<file path="src/rtl/run_monitor_pkg.sv">
// run_monitor_pkg: shared state type, halt encoding and read-select map
// for the run-control / performance-monitor block.
package run_monitor_pkg;

  typedef enum logic [1:0] {
    IDLE    = 2'd0,
    RUN     = 2'd1,
    HALTED  = 2'd2,
    TIMEOUT = 2'd3
  } run_state_t;

  // RV32 EBREAK, the default end-of-run marker
  localparam logic [31:0] EBREAK_INSTR = 32'h00100073;

  // rd_sel encodings; event counters follow from SEL_EVT_BASE upward
  localparam int SEL_CYCLES   = 0;
  localparam int SEL_RETIRED  = 1;
  localparam int SEL_EVT_BASE = 2;

endpackage

</file>
<file path="src/rtl/run_monitor_sat_counter.sv">
// sat_counter: W-bit up-counter with synchronous clear that sticks at
// all-ones instead of wrapping.
module sat_counter #(
  parameter int W = 32
) (
  input  logic         clk,
  input  logic         reset,
  input  logic         clr,
  input  logic         inc,
  output logic [W-1:0] cnt
);

  logic [W-1:0] r_cnt;

  // count up on inc, hold at max, clear wins over inc
  always_ff @(posedge clk or negedge reset) begin
    if (!reset)                     r_cnt <= '0;
    else if (clr)                   r_cnt <= '0;
    else if (inc && (r_cnt != '1))  r_cnt <= r_cnt + W'(1);
  end

  assign cnt = r_cnt;

endmodule

</file>
<file path="src/rtl/run_monitor.sv">
// run_monitor: run-control FSM plus cycle / retired / event counters with
// a registered read port. Optional watchdog: RUN_MONITOR_WATCHDOG_EN.
module run_monitor
  import run_monitor_pkg::*;
#(
  parameter int          CNT_W       = 32,
  parameter int          N_EVT       = 4,
  parameter int          TIMEOUT_CYC = 5000,
  parameter logic [31:0] HALT_INSTR  = EBREAK_INSTR
) (
  input  logic                         clk,
  input  logic                         reset,
  input  logic                         start,
  input  logic                         clear,
  input  logic [31:0]                  instr,
  input  logic                         instr_valid,
  input  logic [N_EVT-1:0]             evt,
  input  logic [$clog2(N_EVT+2)-1:0]   rd_sel,
  output logic [CNT_W-1:0]             rd_data,
  output logic                         running,
  output logic                         halted,
  output logic                         timeout
);

  localparam int NCNT = N_EVT + 2;

  run_state_t                   r_state, w_state_nxt;
  logic                         w_run, w_halt, w_retire, w_wd_hit;
  logic [NCNT-1:0]              w_inc;
  logic [NCNT-1:0][CNT_W-1:0]   w_cnt;
  logic [CNT_W-1:0]             w_rd_mux, r_rd_data;

  assign w_run    = (r_state == RUN);
  assign w_halt   = w_run && instr_valid && (instr == HALT_INSTR);
  assign w_retire = w_run && instr_valid && (instr != HALT_INSTR);

`ifdef RUN_MONITOR_WATCHDOG_EN
  // cycles is about to step from TIMEOUT_CYC-1 to TIMEOUT_CYC on this edge
  assign w_wd_hit = w_run && (w_cnt[SEL_CYCLES] == CNT_W'(TIMEOUT_CYC - 1));
`else
  // no watchdog in this build; the limit parameter has no consumer
  logic w_unused_to;
  assign w_unused_to = ^TIMEOUT_CYC;
  assign w_wd_hit    = 1'b0;
`endif

  // state register
  always_ff @(posedge clk or negedge reset) begin
    if (!reset) r_state <= IDLE;
    else        r_state <= w_state_nxt;
  end

  // next state: clear > halt > timeout > start
  always_comb begin
    w_state_nxt = r_state;
    if (clear) begin
      w_state_nxt = IDLE;
    end else begin
      case (r_state)
        IDLE:    if (start) w_state_nxt = RUN;
        RUN: begin
          if (w_halt)        w_state_nxt = HALTED;
          else if (w_wd_hit) w_state_nxt = TIMEOUT;
        end
        default: ;
      endcase
    end
  end

  // counter order matches the read-select map: cycles, retired, events
  assign w_inc = {evt & {N_EVT{w_run}}, w_retire, w_run};

  for (genvar g = 0; g < NCNT; g++) begin : g_cnt
    sat_counter #(.W(CNT_W)) u_cnt (
      .clk   (clk),
      .reset (reset),
      .clr   (clear),
      .inc   (w_inc[g]),
      .cnt   (w_cnt[g])
    );
  end

  // read mux; unmapped selects read as zero
  always_comb begin
    w_rd_mux = '0;
    if (int'(rd_sel) < NCNT) w_rd_mux = w_cnt[rd_sel];
  end

  // registered read port: pre-edge counter values, one cycle latency
  always_ff @(posedge clk or negedge reset) begin
    if (!reset) r_rd_data <= '0;
    else        r_rd_data <= w_rd_mux;
  end

  assign rd_data = r_rd_data;
  assign running = w_run;
  assign halted  = (r_state == HALTED);
`ifdef RUN_MONITOR_WATCHDOG_EN
  assign timeout = (r_state == TIMEOUT);
`else
  assign timeout = 1'b0;
`endif

endmodule

</file>
<file path="config.mk">
export PLATFORM = sky130hd
export DESIGN_NAME = run_monitor
export DESIGN_NICKNAME = d
export VERILOG_FILES = /design/src/rtl/run_monitor_pkg.sv /design/src/rtl/run_monitor_sat_counter.sv /design/src/rtl/run_monitor.sv
export SDC_FILE = /design/constraint.sdc
export NUM_CORES = 1
export LEC_CHECK = 0
export CAP_MARGIN = 20
export CORE_ASPECT_RATIO = 0.7
export CORE_MARGIN = 5
export CORE_UTILIZATION = 45
export DETAILED_ROUTE_END_ITERATION = 8
export PLACE_DENSITY_LB_ADDON = 0.08
export SYNTH_ARGS = -nofsm -noshare
export SYNTH_HDL_FRONTEND = slang
export SYNTH_SLANG_ARGS = --single-unit
</file>
<file path="constraint.sdc">
create_clock -name clk -period 2.8 [get_ports clk]
set_input_delay 0.56 -clock clk [delete_from_list [all_inputs] [get_ports clk]]
set_output_delay 0.56 -clock clk [all_outputs]
set_load 0.01 [all_outputs]
</file>
==> out/results.ini <==
[critical_path]
worstSetupEndpoint=running
crit_type=reg2out
worstSetupEndpointType=output pin
reg2reg_to=g_cnt[5].u_cnt.cnt[31]
timing.rr.start=r_state[0]
r2r_cells=7
ff2ff_setup_slack_ns=0.28
startpoint=r_state[0]
required_ns=2.24
cp-start-kind=flop
cp_slowest_stage_delay_ns=0.66
cp.arrival_ns=2.10
slowest_stage=dfrtp_1
path_cells=nand2b_1 > clkinv_1 > buf_4 > clkdlybuf4s50_1
cp_max_fo=6

[timing]
tightest_slew_ns=0.765
drv_slew=0
fmax_mhz=376
skew_ns=0.0134
setup_viol=0
hold_slack_ns=0.500
rsz0062_at_grt=false
setup_tns_ns=0
maxSlewHeadroom=0.490
fin_crit_ns=2.66
min_period_over_period=0.949
finalHoldViolCount=0

[route]
num_vias=12100
route.detailed.drc=0
via_per_inst=6.33
wl_per_cell_um=22.4
ant_nets=0
dr.pass1.iters=5
wirelength_um=43000
drt_iter0_drc=1448

[pwr]
total_power_uw=6780
power_density_nw_per_um2=431
power_leakage_uw=0.00583
irDropWorstVdd_v=0.000367

[logic_synthesis]
synth-edff-count=0
yosys_most_used_dff=dfrtp_1
avgSynthCellArea_um2=9.40
yosysMostFrequentCell=dfrtp_1
yosys.area.top_type=dfrtp_1
syn_nets=1468
synth_top_area_share=0.424
ys_seq_area_frac=0.424
ys_top_cells_by_area=dfrtp_1 (42%), mux4_2 (5.4%), a21oi_1 (4.6%), or4_1 (3.4%), o31ai_1 (3.0%)
ys_async_sr_fraction=1.00
ys_ff_latch=226
synth_cell_types=62
synthesis.area_um2=13300
synthTopCellsByCount=dfrtp_1 (226), a21oi_1 (123), nor2_1 (100)
syn_inst=1418
yosysWarnings=0

[global_routing]
grt_util_all_layers=0.256
grt-ovfl-total=0
antenna_found_initial=1
grt_pass1_vias=11100
grt_pass1_wl_um=67100
grt_max_degree=94

[cts]
postCtsSetupBuffers=0
clk_pin_slew_worst_paths_ns=0.06
cts_buffers=24
clock_latency_ns=0.54
cts.sink_count=226
cts_tree=done
cts_root_buf=clkbuf_16
htree_levels=1
clock_path_buffers=3

[cells_and_area]
syn2layout_area_growth_pct=18.0
layout.cells.non_filler=1917
final_util=0.542
num-nets-final=1572
drive_gt1_frac=0.127

[floorplanning]
die_y_um=154
io_pins=79
fp.dieW_um=216
core_um2=29000
die-area_um2=33200
std_cell_rows=52
start_util=0.459

[placed_design]
gp_routability_congestion=0.909
place_inst=1873
port_buffers=77
dp_hpwl_um=31800

[job]
drv_cap=0

[outcome]
outcome=completed

[hold_path]
hold_class=in2async

-- routing by layer --
layer,wire (um),GRT usage,share of wire,vias to the layer above
met4,919,0.0548,0.021,2
met5,12,0,0.00028,-
met3,4620,0.0737,0.11,56
li1,-,-,-,5604
met2,16800,0.335,0.39,479
met1,20600,0.411,0.48,5994
-- sequential cells by signal (all words and copies together) (netlist names) --
signal           count
r_state              2
rd_data             32
g_cnt.u_cnt.cnt    192
-- critical path: cells and delay by family, from the launching register on --
family / cells / cell delay (ns)
flip-flops: 1 / 0.66
AND/OR/NAND/NOR: 1 / 0.15
buffers and inverters: 3 / 0.75
-- how the worst min path moves through the flow --
stage | slack (ns) | startpoint | to | depth (start not counted)
2_1_floorplan | 0.26 | reset | g_cnt[0].u_cnt.cnt[0] | 0
3_3_place_gp | 0.48 | reset | g_cnt[0].u_cnt.cnt[6] | 1
3_5_place_dp | 0.48 | reset | g_cnt[0].u_cnt.cnt[6] | 1
4_1_cts | 0.51 | reset | g_cnt[0].u_cnt.cnt[6] | 2
5_1_grt | 0.53 | reset | g_cnt[0].u_cnt.cnt[6] | 2
6_report | 0.50 | reset | g_cnt[0].u_cnt.cnt[6] | 2
-- layout by cell type (no fill, tap or decap), types with 6 or more instances in the layout --
| cell type | n |
|---|---|
| or4_1 | 60 |
| mux2_2 | 22 |
| o22ai_1 | 32 |
| nor3_1 | 21 |
| and4_1 | 26 |
| mux4_2 | 32 |
| inv_1 | 61 |
| nand2b_1 | 7 |
| mux2i_1 | 35 |
| a2111oi_0 | 10 |
| xnor2_1 | 37 |
| buf_12 | 8 |
| nand2_1 | 66 |
| xor2_1 | 6 |
| a21oi_1 | 123 |
| clkdlybuf4s50_1 | 74 |
| nor4_1 | 29 |
| and2_1 | 7 |
| a211oi_1 | 16 |
| or3_1 | 59 |
| nor2_1 | 100 |
| nor4b_1 | 6 |
| buf_4 | 77 |
| nand4_1 | 47 |
| clkbuf_16 | 25 |
| nand3b_1 | 7 |
| nand3_1 | 73 |
| and3_1 | 24 |
| a31o_2 | 6 |
| o31ai_1 | 53 |
| dfrtp_1 | 226 |
| clkbuf_1 | 11 |
| ha_1 | 6 |
| o21ai_0 | 59 |
| nor2b_1 | 21 |
-- cell families after synthesis --
| logic type | synth area share |
|---|---|
| multiplexers | 0.0990 |
| buffers and inverters | 0.0420 |
| AND/OR/NAND/NOR | 0.248 |
| AO/OA/AOI/OAI | 0.153 |
| other | 0.000281 |
| XOR/XNOR | 0.0283 |
| flip-flops | 0.424 |
| adder cells (fa/ha/maj) | 0.00563 |
-- area by class of cell --
type / instances / area, um^2
Multi-Input combinational cell: 1046 / 7120
Clock buffer: 39 / 708
Inverter: 62 / 233
Sequential cell: 226 / 5660
Tap cell: 378 / 473
Fill cell: 2675 / 13300
Clock inverter: 3 / 15.0
Timing Repair Buffer: 162 / 1520
Antenna cell: 1 / 2.50
-- per-stage QoR --
| step | area (um^2) | setup slack, ns |
|---|---|---|
| after global placement | 15000 | -0.00502 |
| after floorplan | 13300 | 0.387 |
| after global routing | 15700 | 0.0977 |
| after detailed placement | 15000 | -0.0471 |
| after CTS | 15700 | 0.135 |
| final | 15700 | 0.143 |
-- report_power, final --
part           internal [uW]  switching [uW]  leakage, uW  total, uW
Clock                   1720            1370     0.000354       3090
Sequential              3280            19.7      0.00315       3290
Combinational            159             242      0.00232        401
Total                   5150            1630      0.00583       6780
-- what timing repair did --
action,in CTS,in global routing
gates resized for setup,0,1
setup endpoints to repair,0,1
hold endpoints to repair,40,0
hold buffers,1,0
Note: power is estimated with default switching activity, not from simulation.
